===== config.mk =====
export PLATFORM = sky130hd
export DESIGN_NAME = sarray_rd_arb
export DESIGN_NICKNAME = d
export VERILOG_FILES = /design/src/rtl/sarray_arb_pkg.sv /design/src/rtl/sarray_tag_fifo.sv /design/src/rtl/sarray_rd_arb.sv
export SDC_FILE = /design/constraint.sdc
export NUM_CORES = 1
export LEC_CHECK = 0
export ABC_CLOCK_PERIOD_IN_PS = 2700
export BUFFER_PORTS_ARGS = -buffer_cell sky130_fd_sc_hd__buf_2
export CAP_MARGIN = 20
export CORE_MARGIN = 1
export CORE_UTILIZATION = 34
export CTS_BUF_LIST = sky130_fd_sc_hd__clkbuf_4 sky130_fd_sc_hd__clkbuf_8
export CTS_CLUSTER_DIAMETER = 120
export DETAILED_ROUTE_END_ITERATION = 16
export GPL_ROUTABILITY_DRIVEN = 0
export PLACE_DENSITY = 0.8
export SLEW_MARGIN = 10
export SYNTH_ARGS = -nofsm -noshare
export SYNTH_HDL_FRONTEND = slang
export SYNTH_SLANG_ARGS = --single-unit

===== constraint.sdc =====
create_clock -name clk -period 2.7 [get_ports clk]
set_input_delay 0.135 -clock clk [delete_from_list [all_inputs] [get_ports clk]]
set_output_delay 0.135 -clock clk [all_outputs]
set_load 0.05 [all_outputs]

===== src/rtl/sarray_arb_pkg.sv =====
// -----------------------------------------------------------------------------
// sarray_arb_pkg
// Shared types and constants for the systolic-array read-channel arbiter.
//   SARRAY_ARB_NUM_REQ          number of requesters sharing the read channel
//   SARRAY_ARB_MAX_OUTSTANDING  default tag FIFO depth
//   arb_tag_t                   requester ID carried through the tag FIFO
//   arb_cnt_t                   FIFO occupancy type (0..MAX_OUTSTANDING)
// Width macros `ADDR_WIDTH and `SARRAY_LOAD_WIDTH are given fallback values
// here when the surrounding build does not provide them.
// -----------------------------------------------------------------------------
`ifndef ADDR_WIDTH
`define ADDR_WIDTH 32
`endif
`ifndef SARRAY_LOAD_WIDTH
`define SARRAY_LOAD_WIDTH 32
`endif

package sarray_arb_pkg;
   localparam int SARRAY_ARB_NUM_REQ         = 2;
   localparam int SARRAY_ARB_MAX_OUTSTANDING = 8;

   typedef logic [0:0] arb_tag_t;
   typedef logic [$clog2(SARRAY_ARB_MAX_OUTSTANDING):0] arb_cnt_t;
endpackage


===== src/rtl/sarray_tag_fifo.sv =====
// -----------------------------------------------------------------------------
// sarray_tag_fifo
// Small in-order FIFO: synchronous write, combinational read of the head entry.
// Ports:
//   clk, rst_n   clock, asynchronous active-low reset (pointers/count only)
//   push         write push_data (ignored while full)
//   push_data    entry to write
//   pop          retire head entry (ignored while empty)
//   head_data    current head entry (meaningless while empty)
//   full, empty  occupancy flags
// DEPTH must be a power of two so the pointers wrap naturally.
// -----------------------------------------------------------------------------
module sarray_tag_fifo #(
   parameter int DEPTH = 8,
   parameter int WIDTH = 1
) (
   input  logic             clk,
   input  logic             rst_n,
   input  logic             push,
   input  logic [WIDTH-1:0] push_data,
   input  logic             pop,
   output logic [WIDTH-1:0] head_data,
   output logic             full,
   output logic             empty
);
   localparam int PW = $clog2(DEPTH);

   logic [PW-1:0]    wr_ptr_reg;
   logic [PW-1:0]    rd_ptr_reg;
   logic [PW:0]      count_reg;
   logic [WIDTH-1:0] mem [DEPTH];
   logic             push_en;
   logic             pop_en;

   assign push_en = push & ~full;
   assign pop_en  = pop & ~empty;

   always_ff @(posedge clk or negedge rst_n) begin
      if (!rst_n) begin
         wr_ptr_reg <= '0;
         rd_ptr_reg <= '0;
         count_reg  <= '0;
      end else begin
         if (push_en) wr_ptr_reg <= wr_ptr_reg + 1'b1;
         if (pop_en)  rd_ptr_reg <= rd_ptr_reg + 1'b1;
         case ({push_en, pop_en})
            2'b10:   count_reg <= count_reg + 1'b1;
            2'b01:   count_reg <= count_reg - 1'b1;
            default: count_reg <= count_reg;
         endcase
      end
   end

   // Storage is not reset: entries are only observed while count is non-zero.
   always_ff @(posedge clk) begin
      if (push_en) mem[wr_ptr_reg] <= push_data;
   end

   assign head_data = mem[rd_ptr_reg];
   assign full      = (count_reg == DEPTH[PW:0]);
   assign empty     = (count_reg == '0);
endmodule


===== src/rtl/sarray_rd_arb.sv =====
// -----------------------------------------------------------------------------
// sarray_rd_arb
// Shares one memory read channel (AR/R) between two requesters. One AR is
// granted at a time; the winner's ID is queued in an in-order tag FIFO and
// each returning R beat is steered to the requester at the FIFO head.
// Both paths are combinational (no added latency).
// Ports:
//   clk, rst_n                       clock, asynchronous active-low reset
//   mN_ar_valid_i/ready_o/addr_i     requester N read-address channel
//   mN_r_valid_o/ready_i/data_o      requester N read-data channel
//   s_ar_valid_o/ready_i/addr_o      downstream read-address channel
//   s_r_valid_i/ready_o/data_i       downstream read-data channel
// Configuration macro:
//   SARRAY_RD_ARB_RR_EN  defined  : round-robin between simultaneous requests
//                        undefined: fixed priority, m0 over m1
// A pending (valid, not yet accepted) grant is locked so the downstream
// address stays stable regardless of the arbitration mode.
// -----------------------------------------------------------------------------
module sarray_rd_arb
   import sarray_arb_pkg::*;
#(
   parameter int ADDR_WIDTH      = `ADDR_WIDTH,
   parameter int DATA_WIDTH      = `SARRAY_LOAD_WIDTH,
   parameter int MAX_OUTSTANDING = SARRAY_ARB_MAX_OUTSTANDING
) (
   input  logic                  clk,
   input  logic                  rst_n,
   input  logic                  m0_ar_valid_i,
   output logic                  m0_ar_ready_o,
   input  logic [ADDR_WIDTH-1:0] m0_ar_addr_i,
   output logic                  m0_r_valid_o,
   input  logic                  m0_r_ready_i,
   output logic [DATA_WIDTH-1:0] m0_r_data_o,
   input  logic                  m1_ar_valid_i,
   output logic                  m1_ar_ready_o,
   input  logic [ADDR_WIDTH-1:0] m1_ar_addr_i,
   output logic                  m1_r_valid_o,
   input  logic                  m1_r_ready_i,
   output logic [DATA_WIDTH-1:0] m1_r_data_o,
   output logic                  s_ar_valid_o,
   input  logic                  s_ar_ready_i,
   output logic [ADDR_WIDTH-1:0] s_ar_addr_o,
   input  logic                  s_r_valid_i,
   output logic                  s_r_ready_o,
   input  logic [DATA_WIDTH-1:0] s_r_data_i
);
   logic [SARRAY_ARB_NUM_REQ-1:0] req;
   arb_tag_t grant;
   arb_tag_t lock_id_reg;
   logic     lock_valid_reg;
   arb_tag_t head_tag;
   logic     fifo_full;
   logic     fifo_empty;
   logic     ar_hs;
   logic     r_hs;

   assign req = {m1_ar_valid_i, m0_ar_valid_i};

`ifdef SARRAY_RD_ARB_RR_EN
   // Resets to 1 so the first contended grant after reset goes to m0.
   arb_tag_t last_grant_reg;

   always_ff @(posedge clk or negedge rst_n) begin
      if (!rst_n)     last_grant_reg <= 1'b1;
      else if (ar_hs) last_grant_reg <= grant;
   end

   always_comb begin
      grant = 1'b0;
      if (lock_valid_reg)   grant = lock_id_reg;
      else if (&req)        grant = ~last_grant_reg;
      else if (req[1])      grant = 1'b1;
   end
`else
   always_comb begin
      grant = 1'b0;
      if (lock_valid_reg)   grant = lock_id_reg;
      else if (!req[0])     grant = 1'b1;
   end
`endif

   // rst_n gating keeps every valid/ready output low while reset is held,
   // even if requesters are already presenting valid.
   assign s_ar_valid_o  = rst_n & req[grant] & ~fifo_full;
   assign s_ar_addr_o   = !rst_n ? '0 : (grant == 1'b1 ? m1_ar_addr_i : m0_ar_addr_i);
   assign m0_ar_ready_o = rst_n & (grant == 1'b0) & s_ar_ready_i & ~fifo_full;
   assign m1_ar_ready_o = rst_n & (grant == 1'b1) & s_ar_ready_i & ~fifo_full;
   assign ar_hs         = s_ar_valid_o & s_ar_ready_i;

   // Hold the winner while its request is offered but not yet accepted.
   always_ff @(posedge clk or negedge rst_n) begin
      if (!rst_n) begin
         lock_valid_reg <= 1'b0;
         lock_id_reg    <= 1'b0;
      end else if (ar_hs) begin
         lock_valid_reg <= 1'b0;
      end else if (s_ar_valid_o) begin
         lock_valid_reg <= 1'b1;
         lock_id_reg    <= grant;
      end
   end

   sarray_tag_fifo #(
      .DEPTH (MAX_OUTSTANDING),
      .WIDTH ($bits(arb_tag_t))
   ) u_tag_fifo (
      .clk       (clk),
      .rst_n     (rst_n),
      .push      (ar_hs),
      .push_data (grant),
      .pop       (r_hs),
      .head_data (head_tag),
      .full      (fifo_full),
      .empty     (fifo_empty)
   );

   assign m0_r_valid_o = s_r_valid_i & ~fifo_empty & (head_tag == 1'b0);
   assign m1_r_valid_o = s_r_valid_i & ~fifo_empty & (head_tag == 1'b1);
   assign s_r_ready_o  = ~fifo_empty & (head_tag == 1'b1 ? m1_r_ready_i : m0_r_ready_i);
   assign r_hs         = s_r_valid_i & s_r_ready_o;
   assign m0_r_data_o  = s_r_data_i;
   assign m1_r_data_o  = s_r_data_i;

   // A response with nothing outstanding means downstream is out of step.
   a_no_orphan_resp: assert property (@(posedge clk) disable iff (!rst_n)
      !(s_r_valid_i && fifo_empty))
      else $error("sarray_rd_arb: response beat with no outstanding request");
endmodule


==> impl_metrics.tcl, run 1 <==
set metrics [dict create \
    ys_seq_elements 20 \
    hp-start "s_ar_ready_i" \
    arrival_ns 2.78 \
    rrSetupSlack_ns 0.08 \
    hp-class "primary input to register" \
    antenna_found_initial 0 \
    max_slew_margin 0.7234 \
    synthCells 262 \
    fmaxAchievable_mhz 381.4 \
    cts_root_buf "clkbuf_8" \
    whs_endpoint "lock_id_reg$_DFFE_PN0P_" \
    clock_path_buffers 2 \
    vias 1778 \
    leakage_nw 1.199 \
    die_y_um 80.07 \
    r2r_start "u_tag_fifo.rd_ptr_reg[0]$_DFFE_PN0P_" \
    yosysWarnings 0 \
    critPathKind "register to register" \
    grt_usage 0.1601 \
    hold_violations 0 \
    power.density_nw_per_um2 1136 \
    stdcell_count 387 \
    worstRegToRegCells 10 \
    drc 0 \
    grt_max_degree 46 \
    grt_pass1_vias 1771 \
    netlist_area_um2 2072 \
    synth_top_cell_area_share 0.2319 \
    synth_area_leaders "buf_4, dfrtp_1, nand2_1, a21boi_0, edfxtp_1" \
    finalInstanceArea_um2 2350 \
    largest_reg_flops 8 \
    ant_nets 0 \
    viasPerCell 4.594 \
    final_cell_mix "buf_2, nand2_1, a21boi_0, nor2_1, dfrtp_1" \
    synth_fp_nets 372 \
    setup.worst_path.end_class "register" \
    p_total_mw 2.670 \
    grt_overflow_total 0 \
    ios 206 \
    placed_area_um2 2266 \
    drive_gt1_frac 0.4327 \
    outcome "finished, final reports clean" \
    yosysSeqAreaShare 0.2609 \
    synth_top_area_cell "buf_4" \
    layout_commonest_cell "buf_2" \
    grt_first_pass_wirelength_um 7941 \
    drt-initial-drc-count 48 \
    dr.pass1.iters 4 \
    totalWireLength_um 5013 \
    rows 28 \
    max-vdd-ir-drop_mv 1.014 \
    core_region_area_um2 5886 \
    path_clk_slew_ns 0.08 \
    die_area_um2 6410 \
    cap_violations 0 \
    tightest_slew_ns 0.4149 \
    finalWorstSetupSlack_ns 0.07785 \
    r2r_end "u_tag_fifo.count_reg[3]$_DFFE_PN0P_" \
    clk_latency_ns 0.26 \
    cts_made_buffers 3 \
    setup_viol 0 \
    syn_area_per_cell_um2 7.908 \
    finalMaxSlewViolations 0 \
    period_minus_slack_ns 2.622 \
    path_max_fanout 3 \
    dp_hpwl_um 4002 \
    ys_types 29 \
    startpoint_type "register" \
    critPathRequiredTime_ns 2.85 \
    cts.htree.levels 1 \
    dpl.cell_count 380 \
    cts.sinks 20 \
    io_buffers 109 \
    die_w_um 80.07 \
    rsz0062_at_grt "true" \
    dpl_worst_slack_ns -0.08451 \
    post-route-period-util 0.9712 \
    initial_utilization 0.3520 \
    antenna_cells 0 \
    cts_tree "yes" \
    skew_ns 0.006676 \
    hold_depth 3 \
    syn_to_final_growth_pct 13.41 \
    fin_nets 423 \
    wl_per_cell_um 12.95 \
]
[power breakdown]
group	internal (mW)	switching (mW)	leakage [nW]
registers	0.445	0.128	0.211
clock network	0.101	0.0980	0.0231
logic	0.646	1.25	0.964
total	1.19	1.48	1.20
[worst max path at each step]
stage                                          from                             endpoint  slack, ns  depth (start not counted)
2_1_floorplan  u_tag_fifo.rd_ptr_reg[0]$_DFFE_PN0P_  u_tag_fifo.count_reg[3]$_DFFE_PN0P_      0.009                         10
3_3_place_gp   u_tag_fifo.rd_ptr_reg[0]$_DFFE_PN0P_  u_tag_fifo.count_reg[3]$_DFFE_PN0P_      -0.02                         10
3_5_place_dp   u_tag_fifo.rd_ptr_reg[0]$_DFFE_PN0P_  u_tag_fifo.count_reg[3]$_DFFE_PN0P_      -0.08                         10
4_1_cts        u_tag_fifo.rd_ptr_reg[0]$_DFFE_PN0P_  u_tag_fifo.count_reg[3]$_DFFE_PN0P_       0.05                         10
5_1_grt        u_tag_fifo.rd_ptr_reg[0]$_DFFE_PN0P_  u_tag_fifo.count_reg[3]$_DFFE_PN0P_      -0.03                         10
6_report       u_tag_fifo.rd_ptr_reg[0]$_DFFE_PN0P_  u_tag_fifo.count_reg[3]$_DFFE_PN0P_       0.08                         10
[per-stage QoR]
stage                      TNS, ns    util  hold slack, ns
after floorplan                  0       -         -0.1606
after global placement    -0.02308  0.3850          0.1960
after detailed placement  -0.08451  0.3850          0.2135
after CTS                        0  0.3980          0.2390
after global routing      -0.03109  0.3992          0.2541
final                            0  0.3992          0.2488
[layout make-up]
class	instances	area (um2)
multi-input combinational	159	1005
clock buffer	3	41.29
timing repair buffer	120	630.6
sequential	20	541.8
fill	617	3536
tap	75	93.84
inverter	9	33.78
clock inverter	1	3.754
[cells in the mapped netlist]
library cell	count
mux2_2	2
xnor2_1	5
inv_1	8
mux2i_1	1
a21oi_1	4
buf_4	64
mux2_4	3
o41ai_1	1
o21ai_1	1
fa_1	1
clkinv_1	1
xor2_1	3
buf_1	2
nor3b_1	4
nor3b_2	1
a21boi_0	33
ha_1	5
nor2_1	11
mux4_1	2
a211oi_1	1
nor3_1	3
clkbuf_1	8
nand2_1	71
dfrtp_1	12
a21o_1	1
o21ai_0	2
nand2b_1	2
edfxtp_1	8
nor2b_1	2
[kinds of logic (layout without fill, tap and decap cells)]
kind of cell    Yosys count  in the layout  share of synthesized area
mux                       8              8                    0.06280
xor+xnor                  8              8                    0.03382
simple gates             94             94                     0.1884
flops                    20             20                     0.2609
compound gates           43             43                     0.1479
fa+ha+maj                 6              6                    0.03986
buf+inv                  83            133                     0.2663
[worst max-delay path, cell delays in order (launching register included)]
cell	delay (ns)
dfrtp_2	0.40
mux4_2	0.51
mux2_4	0.29
mux2_4	0.32
ha_4	0.18
ha_4	0.21
a21o_1	0.16
a21oi_2	0.13
xnor2_1	0.13
nor2_1	0.07
xnor2_1	0.12
[repair_timing]
action / CTS / global route
hold buffers: 1 / 0
pin swaps: 5 / 2
gates resized for setup: 2 / 0
endpoints found under the setup margin: 1 / 1
buffers inserted: 1 / 1
endpoints found under the hold margin: 12 / 0
[metal layers]
layer  track usage  vias to the layer above  share of wire  wire, um
li1              -                      886              -         -
met1        0.1542                      798           0.37      1873
met2        0.2889                       65           0.48      2409
met3       0.07500                       29           0.11       569
met4       0.07143                        0          0.032       161
met5             0                        -              0         0
No activity file was read; power rests on OpenSTA's default activity.
==> run 2: changes to the inputs <==
--- a/config.mk
+++ b/config.mk
@@ -15,6 +15,7 @@
 export DETAILED_ROUTE_END_ITERATION = 16
 export GPL_ROUTABILITY_DRIVEN = 0
 export PLACE_DENSITY = 0.8
+export RECOVER_POWER = 100
 export SLEW_MARGIN = 10
 export SYNTH_ARGS = -nofsm -noshare
 export SYNTH_HDL_FRONTEND = slang
==> run 2 against run 1 <==
Effect of this change: via count grew 0.28%; sequential share of layout area increased by 0.36 points; cell area down 1.5%; critical path depth is the same; flip-flop and latch count unchanged; critical path type unchanged; critical endpoint unchanged; largest cell class unchanged; largest power group unchanged.
==> impl_metrics.tcl, run 2 (same netlist as run 1, synthesis figures left out) <==
set metrics [dict create \
    path_clk_slew_ns 0.08 \
    internal_power_mw 1.152 \
    antenna_cells 0 \
    final_cell_mix "nand2_1, buf_2, a21boi_0, clkbuf_2, clkbuf_1" \
    grt_usage 0.1601 \
    vias 1783 \
    syn_to_final_growth_pct 11.65 \
    r2r_end "u_tag_fifo.count_reg[3]$_DFFE_PN0P_" \
    cts.htree.levels 1 \
    cts.sinks 20 \
    endpoint "u_tag_fifo.count_reg[3]$_DFFE_PN0P_" \
    ant_nets 0 \
    path_max_fanout 3 \
    stdcell_count 387 \
    rrSetupSlack_ns 0.08 \
    grt_pass1_vias 1771 \
    tightest_slew_ns 0.6542 \
    die_area_um2 6410 \
    max-vdd-ir-drop_mv 0.9194 \
    grt_overflow_total 0 \
    p_seq_frac 0.217 \
    ios 206 \
    drive_gt1_frac 0.3750 \
    cpPeakStageDelay_ns 0.51 \
    grt_first_pass_wirelength_um 7941 \
    critical-path-slowest-cell "mux4_2" \
    post-route-period-util 0.9710 \
    r2r_start "u_tag_fifo.rd_ptr_reg[0]$_DFFE_PN0P_" \
    wl_per_cell_um 12.94 \
    max_slew_margin 0.5639 \
    leakage_nw 1.126 \
    cp_cell_sequence "mux4_2 -> mux2_4 -> mux2_4 -> ha_4 -> ha_4 -> a21o_1 -> a21oi_2 -> xnor2_1 -> nor2_1 -> xnor2_1" \
    skew_ns 0.006296 \
    cp_top_family "multiplexers" \
    rsz0062_at_grt "true" \
    drc 0 \
    dp_hpwl_um 4002 \
    grt_max_degree 46 \
    clock_path_buffers 2 \
    hold_ws_ns 0.2407 \
    startpoint_type "register" \
    arrival_ns 2.78 \
    p_sw_mw 1.478 \
    core_region_area_um2 5886 \
    critPathRequiredTime_ns 2.85 \
    io_buffers 109 \
    rows 28 \
    outcome "finished, final reports clean" \
    fmaxAchievable_mhz 381.4 \
    critPathKind "register to register" \
    power.share.combinational 0.707 \
    antenna_found_initial 0 \
    finalMaxSlewViolations 0 \
    setup_viol 0 \
    dpl.cell_count 380 \
    hp-class "primary input to register" \
    largest_reg_flops 8 \
    viasPerCell 4.607 \
    cap_violations 0 \
    die_w_um 80.07 \
    fillCellCount 625 \
    power.density_nw_per_um2 1137 \
    totalWireLength_um 5006 \
    startpoint "u_tag_fifo.rd_ptr_reg[0]$_DFFE_PN0P_" \
    drt-initial-drc-count 54 \
    period_minus_slack_ns 2.622 \
    cts_tree "yes" \
    fin_nets 423 \
    critPathBufInv 0 \
    p_sw_frac 0.5621 \
    cts_root_buf "clkbuf_8" \
    cp_num_cells 10 \
    clk_latency_ns 0.26 \
    initial_utilization 0.3520 \
    die_y_um 80.07 \
    dr.pass1.iters 4 \
    cts_made_buffers 3 \
    power_frac_clock 0.076 \
    worstRegToRegCells 10 \
    setup.worst_path.end_class "register" \
    hold_violations 0 \
]
-- run 2: changes by cell type in the layout (fill, tap and decap cells not counted), sizes merged --
| cell | change |
|---|---|
| clkbuf | +41 |
| buf | -41 |
-- run 2: power groups by stage --
stage / registers, mW / clock network (mW) / logic (mW)
6_report: 0.572 / 0.200 / 1.86
5_1_grt: 0.599 / 0.218 / 2.03
4_1_cts: 0.572 / 0.208 / 1.90
3_5_place_dp: 0.576 / 0 / 1.87
3_3_place_gp: 0.566 / 0 / 1.81
2_1_floorplan: 0.532 / 0 / 1.69
-- run 2: cell type report --
type,count,area [um2],share of cell area
clock buffer,3,41.29,0.01785
clock inverter,1,3.754,0.001622
inverter,9,33.78,0.01460
multi-input combinational,159,996.0,0.4305
sequential,20,541.8,0.2342
tap,75,93.84,0.04056
timing repair buffer,120,603.1,0.2607
-- run 2: worst register-to-register path: stages (launching register included) --
cell,delay (ns)
dfrtp_2,0.40
mux4_2,0.51
mux2_4,0.29
mux2_4,0.32
ha_4,0.18
ha_4,0.21
a21o_1,0.16
a21oi_2,0.13
xnor2_1,0.13
nor2_1,0.07
xnor2_1,0.12
-- run 2: per-stage QoR --
step                      setup WS, ns  total power, mW    util  setup TNS (ns)  cell area (um2)
final                          0.07828            2.630  0.3931               0             2313
after global routing          -0.03109            2.844  0.3931        -0.03109             2313
after CTS                      0.05234            2.678  0.3980               0             2342
after detailed placement      -0.08451            2.442  0.3850        -0.08451             2266
after global placement        -0.02308            2.377  0.3850        -0.02308             2266
after floorplan               0.008951            2.226       -               0             2081
-- run 2: what timing repair did --
action / 4_1_cts / 5_1_grt
gates resized for setup: 2 / 0
pin swaps: 5 / 2
buffers inserted: 1 / 1
hold endpoints to repair: 12 / 0
hold buffers: 1 / 0
setup endpoints to repair: 1 / 1
-- run 2: worst min-delay path by stage --
| stage | from | endpoint | depth (start not counted) |
|---|---|---|---|
| finish | s_ar_ready_i | lock_id_reg$_DFFE_PN0P_ | 3 |
| global route | s_ar_ready_i | lock_id_reg$_DFFE_PN0P_ | 3 |
| CTS | s_ar_ready_i | lock_id_reg$_DFFE_PN0P_ | 3 |
| global placement | rst_n | u_tag_fifo.count_reg[3]$_DFFE_PN0P_ | 2 |
| detailed placement | rst_n | u_tag_fifo.count_reg[1]$_DFFE_PN0P_ | 2 |
| floorplan | rst_n | lock_id_reg$_DFFE_PN0P_ | 0 |
-- run 2: per-layer routing --
layer | up-vias | wire, um | track usage
li1 | 886 | - | -
met1 | 803 | 1832 | 0.1542
met2 | 65 | 2437 | 0.2889
met3 | 29 | 573 | 0.07500
met4 | 0 | 163 | 0.07143
met5 | - | 0 | 0
